===== config.mk =====
export PLATFORM = sky130hd
export DESIGN_NAME = wvf_burst_sequencer_flat
export DESIGN_NICKNAME = d
export VERILOG_FILES = /design/src/rtl/wvf_burst_sequencer_if.sv /design/src/rtl/wvf_burst_sequencer.sv /design/src/flat_wrapper.sv
export SDC_FILE = /design/constraint.sdc
export NUM_CORES = 1
export LEC_CHECK = 0
export CORE_ASPECT_RATIO = 0.75
export CORE_MARGIN = 2
export CORE_UTILIZATION = 56
export DETAILED_ROUTE_END_ITERATION = 12
export DONT_BUFFER_PORTS = 1
export PLACE_DENSITY = 0.74
export SLEW_MARGIN = 20
export SYNTH_ARGS = -nofsm -noshare
export SYNTH_HDL_FRONTEND = slang
export SYNTH_SLANG_ARGS = --single-unit

===== constraint.sdc =====
create_clock -name clk_sys_i -period 2.9 [get_ports clk_sys_i]
set_input_delay 0.435 -clock clk_sys_i [delete_from_list [all_inputs] [get_ports clk_sys_i]]
set_output_delay 0.435 -clock clk_sys_i [all_outputs]
set_load 0.05 [all_outputs]

===== src/rtl/wvf_burst_sequencer_if.sv =====
// wvf_burst_sequencer_if: register-bank and generator-side signals of the burst sequencer
// Optional macro: WVF_SEQ_ABORT_EN adds abort_i.
// Modports:
//   slave  - sequencer view: start/stop/cfg_*/lut_end (+abort) in; ready/busy/done/burst_cnt/lut_en/lut_step out
//   master - register bank + generator view (directions reversed)
interface wvf_burst_sequencer_if #(
    parameter int PER_WIDTH   = 8,
    parameter int BURST_WIDTH = 8,
    parameter int GAP_WIDTH   = 16,
    parameter int DIV_WIDTH   = 12
);
    logic                   start_i;
    logic                   stop_i;
    logic [PER_WIDTH-1:0]   cfg_periods_i;
    logic [BURST_WIDTH-1:0] cfg_bursts_i;
    logic [GAP_WIDTH-1:0]   cfg_gap_i;
    logic [DIV_WIDTH-1:0]   cfg_step_div_i;
    logic                   lut_end_i;
`ifdef WVF_SEQ_ABORT_EN
    logic                   abort_i;
`endif
    logic                   ready_o;
    logic                   lut_en_o;
    logic                   lut_step_o;
    logic                   busy_o;
    logic                   done_o;
    logic [BURST_WIDTH-1:0] burst_cnt_o;
`ifdef WVF_SEQ_ABORT_EN
    modport slave (
        input  start_i, stop_i, cfg_periods_i, cfg_bursts_i, cfg_gap_i, cfg_step_div_i, lut_end_i, abort_i,
        output ready_o, lut_en_o, lut_step_o, busy_o, done_o, burst_cnt_o
    );
    modport master (
        output start_i, stop_i, cfg_periods_i, cfg_bursts_i, cfg_gap_i, cfg_step_div_i, lut_end_i, abort_i,
        input  ready_o, lut_en_o, lut_step_o, busy_o, done_o, burst_cnt_o
    );
`else
    modport slave (
        input  start_i, stop_i, cfg_periods_i, cfg_bursts_i, cfg_gap_i, cfg_step_div_i, lut_end_i,
        output ready_o, lut_en_o, lut_step_o, busy_o, done_o, burst_cnt_o
    );
    modport master (
        output start_i, stop_i, cfg_periods_i, cfg_bursts_i, cfg_gap_i, cfg_step_div_i, lut_end_i,
        input  ready_o, lut_en_o, lut_step_o, busy_o, done_o, burst_cnt_o
    );
`endif
endinterface


===== src/rtl/wvf_burst_sequencer.sv =====
// wvf_burst_sequencer: runs a LUT waveform generator in bursts of N periods, R bursts, idle gaps between
// Optional macro: WVF_SEQ_ABORT_EN adds bus.abort_i for immediate termination through FIN.
// Ports:
//   clk_sys_i - system clock, rising edge
//   rst_i     - asynchronous active-high reset
//   bus       - wvf_burst_sequencer_if.slave: control/config and lut_end_i in; status, lut_en_o, lut_step_o out
module wvf_burst_sequencer #(
    parameter int PER_WIDTH   = 8,
    parameter int BURST_WIDTH = 8,
    parameter int GAP_WIDTH   = 16,
    parameter int DIV_WIDTH   = 12
) (
    input logic                  clk_sys_i,
    input logic                  rst_i,
    wvf_burst_sequencer_if.slave bus
);
    typedef enum logic [2:0] {IDLE, ARM, RUN, GAP, FIN} state_t;
    state_t                 state_q, state_d;
    logic [PER_WIDTH-1:0]   per_q, per_d, per_cnt_q, per_cnt_d;
    logic [BURST_WIDTH-1:0] bursts_q, bursts_d, burst_cnt_q, burst_cnt_d, burst_inc;
    logic [GAP_WIDTH-1:0]   gap_q, gap_d, gap_cnt_q, gap_cnt_d;
    logic [DIV_WIDTH-1:0]   div_q, div_d, div_cnt_q, div_cnt_d;
    logic                   stop_pend_q, stop_pend_d;
    logic                   lut_en_q, lut_en_d, lut_step_q, lut_step_d;
    logic                   busy_q, busy_d, done_q, done_d;
    logic                   abort, wrap, per_end, burst_end, last_burst;
`ifdef WVF_SEQ_ABORT_EN
    assign abort = bus.abort_i;
`else
    assign abort = 1'b0;
`endif
    assign bus.ready_o     = state_q == IDLE;
    assign bus.lut_en_o    = lut_en_q;
    assign bus.lut_step_o  = lut_step_q;
    assign bus.busy_o      = busy_q;
    assign bus.done_o      = done_q;
    assign bus.burst_cnt_o = burst_cnt_q;
    always_comb begin
        state_d     = state_q;
        per_d       = per_q;
        bursts_d    = bursts_q;
        gap_d       = gap_q;
        div_d       = div_q;
        per_cnt_d   = per_cnt_q;
        burst_cnt_d = burst_cnt_q;
        gap_cnt_d   = gap_cnt_q;
        div_cnt_d   = div_cnt_q;
        stop_pend_d = stop_pend_q;
        wrap        = div_cnt_q == div_q - DIV_WIDTH'(1);
        // a period ends when the step we issued lands on the generator's last sample
        per_end     = lut_step_q && bus.lut_end_i;
        burst_end   = per_end && per_cnt_q == per_q - PER_WIDTH'(1);
        burst_inc   = (&burst_cnt_q) ? burst_cnt_q : burst_cnt_q + BURST_WIDTH'(1);
        last_burst  = bursts_q != '0 && burst_inc == bursts_q;
        case (state_q)
            IDLE: if (bus.start_i) begin
                state_d     = ARM;
                per_d       = (bus.cfg_periods_i == '0) ? PER_WIDTH'(1) : bus.cfg_periods_i;
                bursts_d    = bus.cfg_bursts_i;
                gap_d       = (bus.cfg_gap_i == '0) ? GAP_WIDTH'(1) : bus.cfg_gap_i;
                div_d       = (bus.cfg_step_div_i == '0) ? DIV_WIDTH'(1) : bus.cfg_step_div_i;
                burst_cnt_d = '0;
            end
            ARM: begin
                per_cnt_d = '0;
                div_cnt_d = '0;
                state_d   = abort ? FIN : RUN;
            end
            RUN: begin
                stop_pend_d = stop_pend_q || bus.stop_i;
                div_cnt_d   = wrap ? '0 : div_cnt_q + DIV_WIDTH'(1);
                if (abort) state_d = FIN;
                else if (per_end) begin
                    per_cnt_d = per_cnt_q + PER_WIDTH'(1);
                    if (burst_end) burst_cnt_d = burst_inc;
                    if (stop_pend_q || bus.stop_i || (burst_end && last_burst)) state_d = FIN;
                    else if (burst_end) begin
                        state_d   = GAP;
                        gap_cnt_d = '0;
                    end
                end
            end
            GAP: begin
                gap_cnt_d = gap_cnt_q + GAP_WIDTH'(1);
                if (abort || bus.stop_i) state_d = FIN;
                else if (gap_cnt_q == gap_q - GAP_WIDTH'(1)) begin
                    state_d   = RUN;
                    per_cnt_d = '0;
                    div_cnt_d = '0;
                end
            end
            FIN: begin
                stop_pend_d = 1'b0;
                state_d     = IDLE;
            end
            default: state_d = IDLE;
        endcase
        lut_en_d   = state_d == RUN;
        // no step on the first RUN cycle: the divider has just been cleared
        lut_step_d = state_q == RUN && state_d == RUN && wrap;
        busy_d     = state_d inside {ARM, RUN, GAP};
        done_d     = state_d == FIN;
    end
    always_ff @(posedge clk_sys_i or posedge rst_i) begin
        if (rst_i) begin
            state_q                                   <= IDLE;
            {per_q, bursts_q, gap_q, div_q}           <= '0;
            {per_cnt_q, burst_cnt_q, gap_cnt_q}       <= '0;
            div_cnt_q                                 <= '0;
            {stop_pend_q, lut_en_q, lut_step_q}       <= '0;
            {busy_q, done_q}                          <= '0;
        end else begin
            state_q                                   <= state_d;
            {per_q, bursts_q, gap_q, div_q}           <= {per_d, bursts_d, gap_d, div_d};
            {per_cnt_q, burst_cnt_q, gap_cnt_q}       <= {per_cnt_d, burst_cnt_d, gap_cnt_d};
            div_cnt_q                                 <= div_cnt_d;
            {stop_pend_q, lut_en_q, lut_step_q}       <= {stop_pend_d, lut_en_d, lut_step_d};
            {busy_q, done_q}                          <= {busy_d, done_d};
        end
    end
endmodule


===== src/flat_wrapper.sv =====
// flat-port wrapper written by rule: the top's interface ports become plain ports
module wvf_burst_sequencer_flat 
#(
    parameter int PER_WIDTH   = 8,
    parameter int BURST_WIDTH = 8,
    parameter int GAP_WIDTH   = 16,
    parameter int DIV_WIDTH   = 12
)
  (clk_sys_i, rst_i, bus_start_i, bus_stop_i, bus_cfg_periods_i, bus_cfg_bursts_i, bus_cfg_gap_i, bus_cfg_step_div_i, bus_lut_end_i, bus_ready_o, bus_lut_en_o, bus_lut_step_o, bus_busy_o, bus_done_o, bus_burst_cnt_o);
  wvf_burst_sequencer_if #(.PER_WIDTH(PER_WIDTH), .BURST_WIDTH(BURST_WIDTH), .GAP_WIDTH(GAP_WIDTH), .DIV_WIDTH(DIV_WIDTH)) bus_i ();
  input logic clk_sys_i;
  input logic rst_i;
  input wire logic [$bits(bus_i.start_i)-1:0] bus_start_i;
  input wire logic [$bits(bus_i.stop_i)-1:0] bus_stop_i;
  input wire logic [$bits(bus_i.cfg_periods_i)-1:0] bus_cfg_periods_i;
  input wire logic [$bits(bus_i.cfg_bursts_i)-1:0] bus_cfg_bursts_i;
  input wire logic [$bits(bus_i.cfg_gap_i)-1:0] bus_cfg_gap_i;
  input wire logic [$bits(bus_i.cfg_step_div_i)-1:0] bus_cfg_step_div_i;
  input wire logic [$bits(bus_i.lut_end_i)-1:0] bus_lut_end_i;
  output wire logic [$bits(bus_i.ready_o)-1:0] bus_ready_o;
  output wire logic [$bits(bus_i.lut_en_o)-1:0] bus_lut_en_o;
  output wire logic [$bits(bus_i.lut_step_o)-1:0] bus_lut_step_o;
  output wire logic [$bits(bus_i.busy_o)-1:0] bus_busy_o;
  output wire logic [$bits(bus_i.done_o)-1:0] bus_done_o;
  output wire logic [$bits(bus_i.burst_cnt_o)-1:0] bus_burst_cnt_o;
  assign bus_i.start_i = bus_start_i;
  assign bus_i.stop_i = bus_stop_i;
  assign bus_i.cfg_periods_i = bus_cfg_periods_i;
  assign bus_i.cfg_bursts_i = bus_cfg_bursts_i;
  assign bus_i.cfg_gap_i = bus_cfg_gap_i;
  assign bus_i.cfg_step_div_i = bus_cfg_step_div_i;
  assign bus_i.lut_end_i = bus_lut_end_i;
  assign bus_ready_o = bus_i.ready_o;
  assign bus_lut_en_o = bus_i.lut_en_o;
  assign bus_lut_step_o = bus_i.lut_step_o;
  assign bus_busy_o = bus_i.busy_o;
  assign bus_done_o = bus_i.done_o;
  assign bus_burst_cnt_o = bus_i.burst_cnt_o;
  wvf_burst_sequencer #(.PER_WIDTH(PER_WIDTH), .BURST_WIDTH(BURST_WIDTH), .GAP_WIDTH(GAP_WIDTH), .DIV_WIDTH(DIV_WIDTH)) u_core (.clk_sys_i(clk_sys_i), .rst_i(rst_i), .bus(bus_i));
endmodule

==> results of run 1 <==
## placed cells by master, fill, tap and decap left out, types with 13 or more instances in the layout
master and instances:
a21oi_1 24, nand2_1 167, nor4_1 17, inv_1 13, xnor2_1 33, and3_1 17
buf_4 40, xor2_1 22, nor3_1 25, dfrtp_1 94, nand3_1 41, nor2_1 44
o21ai_0 24
## sequential cells by signal, indices dropped and copies added (netlist names)
register                flops
u_core.gap_q               16
u_core.per_cnt_q            8
u_core.state_q              3
u_core.bus.lut_step_o       1
u_core.stop_pend_q          1
u_core.bus.done_o           1
u_core.div_cnt_q           12
u_core.gap_cnt_q           16
u_core.bus.lut_en_o         1
u_core.bursts_q             8
u_core.per_q                8
u_core.bus.busy_o           1
u_core.bus.burst_cnt_o      8
u_core.div_q               12
## metrics by stage
| stage | setup TNS, ns | total power, mW | instances | area (um2) |
|---|---|---|---|---|
| after floorplan | 0 | 4.432 | 723 | 6033 |
| after global placement | 0 | 5.045 | 859 | 6331 |
| after detailed placement | 0 | 5.192 | 859 | 6331 |
| after CTS | 0 | 6.486 | 875 | 6658 |
| after global routing | -0.4685 | 7.101 | 881 | 6755 |
| final | 0 | 6.612 | 881 | 6755 |
## routing by layer
metal | part of all wire | vias to the layer above
met5 | 0 | -
met4 | 0.012 | 0
met3 | 0.093 | 22
met2 | 0.43 | 238
met1 | 0.47 | 2659
li1 | - | 2607
## synthesized netlist by cell type (2+ instances only)
| library cell | n |
|---|---|
| a211o_1 | 11 |
| a211oi_1 | 7 |
| a21boi_0 | 3 |
| a21o_1 | 6 |
| a21oi_1 | 24 |
| a221o_1 | 2 |
| a221oi_1 | 4 |
| a311oi_1 | 4 |
| a31oi_1 | 8 |
| a41oi_1 | 2 |
| and2_1 | 7 |
| and3_1 | 17 |
| and4_1 | 3 |
| buf_2 | 5 |
| buf_6 | 2 |
| clkbuf_1 | 27 |
| dfrtp_1 | 96 |
| ha_1 | 7 |
| inv_1 | 14 |
| mux2i_1 | 9 |
| nand2_1 | 167 |
| nand2b_1 | 10 |
| nand3_1 | 41 |
| nand4_1 | 6 |
| nor2_1 | 44 |
| nor2b_1 | 3 |
| nor3_1 | 27 |
| nor3b_1 | 6 |
| nor4_1 | 19 |
| nor4b_1 | 2 |
| o2111ai_1 | 5 |
| o211a_1 | 2 |
| o211ai_1 | 7 |
| o21a_1 | 3 |
| o21ai_0 | 24 |
| o21ai_1 | 2 |
| o21ba_2 | 4 |
| o22a_1 | 5 |
| o22ai_1 | 3 |
| or2_2 | 2 |
| or3_1 | 3 |
| or4_1 | 5 |
| xnor2_1 | 33 |
| xor2_1 | 22 |
## how the worst max path moves through the flow
stage | start | to | slack, ns | cells past startpoint
final | u_core.gap_q[0] | u_core.div_cnt_q[9] | 0.07 | 9
after global routing | u_core.gap_q[0] | u_core.per_cnt_q[6] | -0.05 | 9
after CTS | u_core.per_q[0] | u_core.gap_cnt_q[13] | 0.04 | 10
after detailed placement | u_core.bus.burst_cnt_o[1] | u_core.bus.busy_o | 0.01 | 9
after global placement | u_core.bus.burst_cnt_o[1] | u_core.bus.lut_step_o | 0.16 | 9
after floorplan | u_core.bus.burst_cnt_o[6] | u_core.bus.lut_step_o | 0.06 | 9
## kinds of logic after synthesis
| family | after synthesis | share of synthesized area |
|---|---|---|
| AND/OR/NAND/NOR | 372 | 0.2954 |
| AO/OA/AOI/OAI | 134 | 0.1586 |
| flip-flops | 96 | 0.3986 |
| XOR/XNOR | 55 | 0.07992 |
| buffers and inverters | 49 | 0.03425 |
| multiplexers | 10 | 0.01868 |
| adder cells (fa/ha/maj) | 7 | 0.01453 |
## area by class of cell
type,instances,area share
Clock buffer,9,0.03334
Clock inverter,7,0.01426
Inverter,14,0.008335
Multi-Input combinational cell,578,0.5155
Sequential cell,96,0.3560
Tap cell,136,0.02519
Timing Repair Buffer,41,0.04742
## power by group
part | internal (mW) | leakage, nW | switching (mW)
Clock | 0.757 | 0.159 | 0.518
Combinational | 1.19 | 1.67 | 1.62
Sequential | 1.78 | 1.20 | 0.742
Total | 3.73 | 3.02 | 2.88
## repair_timing
item | CTS | global route
endpoints found under the setup margin | 1 | 32
pin swaps | 0 | 4
buffers inserted | 0 | 6
resized for setup | 1 | 12
## worst reg2reg max path: stages (launching register included)
cell and delay [ns]:
dfrtp_1 0.43, nor2_1 0.35, nand2_1 0.20, or4b_1 0.58, a21boi_1 0.19, o22ai_1 0.12, o21ai_1 0.20, nand3_1 0.10
buf_4 0.22, a211o_1 0.32
==> results.cfg, run 1 <==
[global_route]
grt_usage = 0.2886
antenna_violations_before_repair = 0
global_route.peak_usage_layer = met1
grtUsageMet1 = 0.4388
use_met3 = 0.07039
grt_pass1_vias = 5158
grt_first_pass_wirelength_um = 26010
grt_use_met2 = 0.4116
maximum_number_of_pins_on_one_net_before_global_route_repair = 36
grt.overflow.total = 0

[die]
floorplan.die_area_um2 = 11620
core.rowCount = 32
fp.dieW_um = 123.8
count_of_boundary_i_o_pins = 62
initial_utilization = 0.5812
dieHeight_um = 93.85
floorplan.core_area_um2 = 10370

[setup_path]
worst_r2r_endpoint = u_core.div_cnt_q[9]
cpLargestDelayFamily = simple AND/OR/NAND/NOR gates
critical_path.reg2reg.startpoint = u_core.gap_q[0]
depth_of_the_worst_register_to_register_path = 9
setup_crit_path_kind = flop to flop
worst-r2r-setup-slack_ns = 0.07
critPathLaunchType = flop
timing.critical_path.cells = nor2_1 -> nand2_1 -> or4b_1 -> a21boi_1 -> o22ai_1 -> o21ai_1 -> nand3_1 -> buf_4 -> a211o_1
cpMaxStageDelayCell = or4b_1
critical_path.max_fanout = 20
required_ns = 3.13
critPathArrivalTime_ns = 3.06
critPathMaxStageDelay_ns = 0.58
worst-path-buf-inv = 1
critical_path.endpoint_type = flop

[placement]
io_buffer_count = 0
hpwl_um = 11790
pre_cts_ws_ns = 0.01085
rd_place_congestion = 0.9383

[routing]
finalWirelength_um = 15930
drt_first_iter_violations = 620
route.antenna.remaining_nets = 0
drt_pass_1_iters = 5
drc = 0
route.vias.total = 5526
post_drt_via_cell_ratio = 6.272
drt-wirelength-per-cell_um = 18.09

[sta]
worst_hold_slack_ns = 0.09349
fmax_achieved_mhz = 353.8
worst_pin_slew_ns = 0.7952
setup_violations = 0
finalHoldViolations = 0
report.final.slew_viol_count = 0
finClkSkew_ns = 0.007835
worst_slew_margin_rel = 0.4688
worst_slack_ns = 0.07374
final_period_minus_worst_setup_slack_ns = 2.826
part_of_the_cycle_the_worst_path_needs = 0.9746

[cts]
clockRootBuffer = clkbuf_16
cts_tree = built
clock_sinks = 96
clkSlewWorstSetupHoldPaths_ns = 0.07
worst_skew_pair.late_latency_ns = 0.35
postCtsHoldBufs = 0
clock_path_buffers = 2
htreeDepth = 3
cts_inserted_buffers = 9

[logic_synthesis]
syn_nets = 779
number_of_instances_in_the_synthesized_netlist = 723
postSynthRegisterBits = 96
yosysSeqAreaShare = 0.3986
synth.area.top_cells = dfrtp_1 (40%), nand2_1 (10%), xnor2_1 (4.8%)
syn_area_per_cell_um2 = 8.336
yosysUniqueCellTypes = 64
asyncSetResetFlopFracSynth = 1.000
summed_instance_area_of_the_synthesized_netlist_um2 = 6027
synth_edf_count = 0
yosys.area.top_type = dfrtp_1
ys.flop_type = dfrtp_1
synth_top_area_share = 0.3986
synth_warnings = 0

[final_layout]
multiInputGateArea_um2 = 3482
end_of_flow_core_utilization = 0.6514
drive_above_1_share = 0.1128
seqCellArea_um2 = 2405
final_stage_net_count = 796
diodes = 0
fillerInstances = 859
areaGrowthSynthToFinish_pct = 12.08

[run]
max_cap_viol_count = 0

[hold_path]
hold_path.class = input port to asynchronous set/reset pin

[power]
p_leak_nw = 3.024
power_per_cell_area_nw_per_um2 = 978.8
maximum_vdd_ir_drop_mv = 0.5308

[run_status]
status = complete, no violations
Note: power is estimated with default switching activity, not from simulation.
==> run 2, diff against run 1 <==
--- a/config.mk
+++ b/config.mk
@@ -5,12 +5,12 @@
 export SDC_FILE = /design/constraint.sdc
 export NUM_CORES = 1
 export LEC_CHECK = 0
+export BUFFER_PORTS_ARGS = -buffer_cell sky130_fd_sc_hd__buf_4
 export CORE_ASPECT_RATIO = 0.75
 export CORE_MARGIN = 2
-export CORE_UTILIZATION = 56
+export CORE_UTILIZATION = 54
 export DETAILED_ROUTE_END_ITERATION = 12
-export DONT_BUFFER_PORTS = 1
-export PLACE_DENSITY = 0.74
+export PLACE_DENSITY = 0.77
 export SLEW_MARGIN = 20
 export SYNTH_ARGS = -nofsm -noshare
 export SYNTH_HDL_FRONTEND = slang
==> run 2 against run 1 <==
Clock power is 5% lower; maximum frequency up 2.5%; clock skew fell by 0.0044 ns; via count up 2.4%; setup slack better by 0.068 ns; die area rose by 3.6%; total power up 0.19%; combinational power increased by 4%; register-to-register slack better by 0.07 ns; count of clock-buffer cells in the layout grew 3; critical path type unchanged; critical endpoint is now u_core.bus.done_o; highest routed layer unchanged.
==> results.cfg, run 2 (synthesis results as in run 1) <==
[cts]
clockRootBuffer = clkbuf_16
htreeDepth = 3
worst_skew_pair.late_latency_ns = 0.34
clkSlewWorstSetupHoldPaths_ns = 0.06
clock_path_buffers = 2
cts_tree = built
cts_inserted_buffers = 9
clock_sinks = 96
postCtsHoldBufs = 0

[final_layout]
end_of_flow_core_utilization = 0.6570
most_frequent_cells_in_the_layout = nand2_1 (167), dfrtp_1 (93), buf_4 (89)
diodes = 0
areaGrowthSynthToFinish_pct = 18.83
layout_commonest_cell = nand2_1
instances_no_fill = 936
drive_above_1_share = 0.1709
final_stage_net_count = 847

[setup_path]
critical_path.max_fanout = 8
critical_path.endpoint_type = flop
critPathLaunchType = flop
critPathArrivalTime_ns = 3.04
setup_crit_path_kind = flop to flop
required_ns = 3.18

[sta]
post_route_setup_tns_ns = 0
worst_pin_slew_ns = 0.8123
finalHoldViolations = 0
part_of_the_cycle_the_worst_path_needs = 0.9511
setup_violations = 0
report.final.slew_viol_count = 0
worst_slew_margin_rel = 0.4573
worst_hold_slack_ns = 0.2421
final_period_minus_worst_setup_slack_ns = 2.758
fmax_achieved_mhz = 362.6
finClkSkew_ns = 0.003386

[routing]
finalWirelength_um = 15820
drc = 0
route.vias.total = 5658
drt-wirelength-per-cell_um = 16.90
route.antenna.remaining_nets = 0
drt_pass_1_iters = 5
drt_first_iter_violations = 584
post_drt_via_cell_ratio = 6.045

[placement]
placed_cells = 915
rd_place_congestion = 0.9180
hpwl_um = 11730
io_buffer_count = 61

[power]
p_leak_nw = 3.283
power.net_switching_mw = 2.880
maximum_vdd_ir_drop_mv = 0.4275
power_per_cell_area_nw_per_um2 = 924.9
sequentialPowerShare = 0.376
power.switching_fraction = 0.4347
total_chip_power_mw = 6.624
clockPowerShare = 0.184
power_frac_comb = 0.440
cellInternalPower_mw = 3.745

[die]
fp.dieW_um = 126.0
initial_utilization = 0.5529
dieHeight_um = 95.49
floorplan.die_area_um2 = 12030
floorplan.core_area_um2 = 10900
core.rowCount = 33
count_of_boundary_i_o_pins = 62

[global_route]
maximum_number_of_pins_on_one_net_before_global_route_repair = 37
grt.overflow.total = 0
antenna_violations_before_repair = 0
grt_usage = 0.2682
grt_first_pass_wirelength_um = 25600
grt_pass1_vias = 5029

[run]
max_cap_viol_count = 0

[run_status]
status = complete, no violations

[hold_path]
hold_path.class = input port to asynchronous set/reset pin
run 2: final timing paths:
path	start	end	slack (ns)	cells past startpoint
worst min register to register	u_core.gap_q[15]	u_core.gap_q[15]	0.49	2
min in group clk_sys_i	bus_cfg_bursts_i[3]	u_core.bursts_q[3]	0.28	3
worst min-delay path	rst_i	u_core.div_cnt_q[0]	0.24	2
worst max register to register	u_core.bus.burst_cnt_o[0]	u_core.bus.done_o	0.14	9
max in group asynchronous	rst_i	u_core.bus.burst_cnt_o[0]	2.03	3
worst max-delay path	u_core.bus.burst_cnt_o[0]	u_core.bus.done_o	0.14	9
run 2: final cells by class:
class                           count  area [um2]
Tap cell                          140       175.2
Clock inverter                      4       52.55
Sequential cell                    96        2406
Inverter                           14       56.30
Clock buffer                       12       256.5
Timing Repair Buffer               92       728.2
Multi-Input combinational cell    578        3487
Fill cell                         922        3739
run 2: timing repair:
| action | CTS | global route |
|---|---|---|
| setup endpoints to repair | 0 | 29 |
| resized for setup | 0 | 15 |
| buffers inserted | 0 | 5 |
run 2: critical path: stages (launching register included):
cell      delay [ns]
dfrtp_2         0.45
ha_1            0.26
and2_2          0.27
a311oi_2        0.29
nor3_1          0.08
a211oi_1        0.22
nand3_1         0.18
or3_4           0.39
a21boi_0        0.32
o22a_1          0.22
run 2: power by group through the flow:
stage	logic, mW	registers [mW]	clock network, mW
2_1_floorplan	2.20	2.23	0
3_3_place_gp	2.69	2.43	0
3_5_place_dp	2.80	2.46	0
4_1_cts	2.81	2.44	1.24
5_1_grt	3.25	2.55	1.30
6_report	2.92	2.49	1.22
run 2: per-layer routing:
layer  wire length [um]  part of all wire  vias up  track usage
li1                   -                 -     2706            -
met1               7820              0.49     2715       0.4177
met4                184             0.012        0      0.06410
met5                  0                 0        -            0
met2               6726              0.43      214       0.3853
met3               1091             0.069       23      0.04882
run 2: stage by stage:
step	cell area, um2	worst slack (ns)
after floorplan	6033	0.06300
after global placement	6746	0.1417
after detailed placement	6746	0.03444
after CTS	7056	0.008444
after global routing	7162	-0.02307
final	7162	0.1418
==> run 3, diff against run 2 <==
--- a/config.mk
+++ b/config.mk
@@ -8,9 +8,9 @@
 export BUFFER_PORTS_ARGS = -buffer_cell sky130_fd_sc_hd__buf_4
 export CORE_ASPECT_RATIO = 0.75
 export CORE_MARGIN = 2
-export CORE_UTILIZATION = 54
+export CORE_UTILIZATION = 56
 export DETAILED_ROUTE_END_ITERATION = 12
-export PLACE_DENSITY = 0.77
+export PLACE_DENSITY_LB_ADDON = 0.25
 export SLEW_MARGIN = 20
 export SYNTH_ARGS = -nofsm -noshare
 export SYNTH_HDL_FRONTEND = slang
==> constraint.sdc (replaced) <==
create_clock -name clk_sys_i -period 2.55 [get_ports clk_sys_i]
set_input_delay 0.3825 -clock clk_sys_i [delete_from_list [all_inputs] [get_ports clk_sys_i]]
set_output_delay 0.3825 -clock clk_sys_i [all_outputs]
set_load 0.05 [all_outputs]
==> run 3 against run 2 <==
The flow now finishes with violations (negative setup slack); clock skew rose by 0.0026 ns; sequential power rose by 6%; setup slack got worse by 0.28 ns; maximum frequency rose by 2.7%; via count rose by 8.0%; combinational power rose by 52%; die area fell by 3.4%; sequential share of layout area fell by 2.7 points.
==> results.cfg, run 3 (synthesis results as in run 1) <==
[die]
floorplan.core_area_um2 = 10370
count_of_boundary_i_o_pins = 62
dieHeight_um = 93.85
core.rowCount = 32
fp.dieW_um = 123.8
initial_utilization = 0.5812
floorplan.die_area_um2 = 11620

[final_layout]
drive_above_1_share = 0.2782
most_frequent_cells_in_the_layout = nand2_1 (164), buf_4 (127), dfrtp_1 (88)
layout_commonest_cell = nand2_1
final_stage_net_count = 892
design_area_um2 = 7800
diodes = 0
areaGrowthSynthToFinish_pct = 29.42
end_of_flow_core_utilization = 0.7522

[setup_path]
critPathArrivalTime_ns = 2.92
worst-path-buf-inv = 2
setup_crit_path_kind = flop to flop
cpMaxStageDelayCell = dfrtp_1
required_ns = 2.78
critical_path.max_fanout = 5
critPathMaxStageDelay_ns = 0.40
timing.critical_path.cells = nor4_2 -> buf_4 -> and3_4 -> xnor2_1 -> a221oi_1 -> o2111ai_1 -> o21ai_2 -> nand3_2 -> buf_6 -> a211o_1
critical_path.endpoint_type = flop
cpLargestDelayFamily = compound AO/OA/AOI/OAI gates
critPathLaunchType = flop

[global_route]
grt_first_pass_wirelength_um = 28100
global_route.peak_usage_layer = met2
grt_pass1_vias = 5634
grt.overflow.total = 0
grtUsageMet1 = 0.4533
grt_usage = 0.3121
antenna_violations_before_repair = 0
grt_use_met2 = 0.4643
use_met3 = 0.07585
maximum_number_of_pins_on_one_net_before_global_route_repair = 97

[power]
p_leak_nw = 3.546
sequentialPowerShare = 0.315
power.net_switching_mw = 3.765
maximum_vdd_ir_drop_mv = 0.6125
power_frac_comb = 0.529
power.switching_fraction = 0.4469
clockPowerShare = 0.157
cellInternalPower_mw = 4.659
power_per_cell_area_nw_per_um2 = 1080

[sta]
report.final.slew_viol_count = 0
rsz0062_at_grt = true
fmax_achieved_mhz = 372.2
finClkSkew_ns = 0.006015
worst_hold_slack_ns = 0.1694
worst_slack_ns = -0.1364
finalHoldViolations = 0
setup_violations = 24
worst_pin_slew_ns = 0.5819
final_period_minus_worst_setup_slack_ns = 2.686
part_of_the_cycle_the_worst_path_needs = 1.053
worst_slew_margin_rel = 0.6121

[cts]
htreeDepth = 3
clockRootBuffer = clkbuf_16
clkSlewWorstSetupHoldPaths_ns = 0.07
clock_sinks = 96
clock_path_buffers = 2
worst_skew_pair.late_latency_ns = 0.35
cts_inserted_buffers = 9
cts_tree = built

[routing]
route.antenna.remaining_nets = 0
finalWirelength_um = 18110
post_drt_via_cell_ratio = 6.255
drt-wirelength-per-cell_um = 18.53
drc = 0
drt_pass_1_iters = 7
drt_first_iter_violations = 653
route.vias.total = 6111

[run_status]
failed_checks = negative setup slack
status = finished with violations

[placement]
hpwl_um = 12380
rd_place_congestion = 0.9076
io_buffer_count = 61
placed_cell_area_um2 = 7062

[run]
max_cap_viol_count = 0

[hold_path]
hold_path.class = input port to asynchronous set/reset pin
## run 3: changes by cell type in the layout (fill, tap and decap cells not counted), sizes merged
cell	change
clkbuf	-3
nand2	+1
buf	+44
inv	+3
bufinv	-1
clkinvlp	+1
## run 3: worst reg2reg max path: stages (launching register included)
cell,delay [ns]
dfrtp_1,0.40
nor4_2,0.28
buf_4,0.18
and3_4,0.20
xnor2_1,0.08
a221oi_1,0.40
o2111ai_1,0.21
o21ai_2,0.21
nand3_2,0.16
buf_6,0.17
a211o_1,0.30
## run 3: routing by layer
layer  routed length, um  share of wire  vias up
met5                   0              0        -
met4                 297          0.016        0
met3                1760          0.097       37
met2                8284           0.46      336
met1                7765           0.43     2939
li1                    -              -     2799
## run 3: cell type report
class / count / area (um2)
multi-input cells: 579 / 3801
fillers: 700 / 2570
flip-flops and latches: 96 / 2412
repair buffers: 136 / 1072
clock buffers: 9 / 225.2
well taps: 136 / 170.2
clock inverters: 7 / 62.56
inverters: 14 / 56.30
## run 3: timing repair
item / 4_1_cts / 5_1_grt
buffers inserted: 1 / 9
endpoints found under the hold margin: 0 / 0
setup endpoints to repair: 25 / 48
gates cloned: 3 / 0
hold buffers: 0 / 0
pin swaps: 10 / 35
gates resized for setup: 15 / 59
## run 3: worst paths after layout
check                                                  to           startpoint  cells after the start  slack (ns)
max in group asynchronous       u_core.bus.burst_cnt_o[2]                rst_i                      3        1.94
worst min-delay path                  u_core.per_cnt_q[0]                rst_i                      3        0.17
worst max register to register        u_core.per_cnt_q[6]      u_core.gap_q[2]                     10       -0.14
worst max-delay path                  u_core.per_cnt_q[6]      u_core.gap_q[2]                     10       -0.14
worst min register to register           u_core.gap_q[15]     u_core.gap_q[15]                      2        0.52
min in group clk_sys_i                 u_core.bursts_q[4]  bus_cfg_bursts_i[4]                      3        0.22
## run 3: through the flow
stage,std cells,setup TNS (ns),setup WS [ns],power [mW]
finish,977,-1.684,-0.1364,8.423
CTS,968,-0.09163,-0.01876,7.868
detailed placement,948,-1.375,-0.1291,6.378
global placement,948,0,0.02715,6.190
floorplan,723,-0.02808,-0.01095,5.057
global route,977,-4.255,-0.2061,8.895
## run 3: power by group through the flow
stage / combinational (mW) / clock [mW] / sequential (mW)
after global routing: 4.80 / 1.39 / 2.71
after CTS: 3.96 / 1.33 / 2.58
after global placement: 3.62 / 0 / 2.57
after detailed placement: 3.78 / 0 / 2.59
final: 4.45 / 1.32 / 2.65
after floorplan: 2.52 / 0 / 2.54
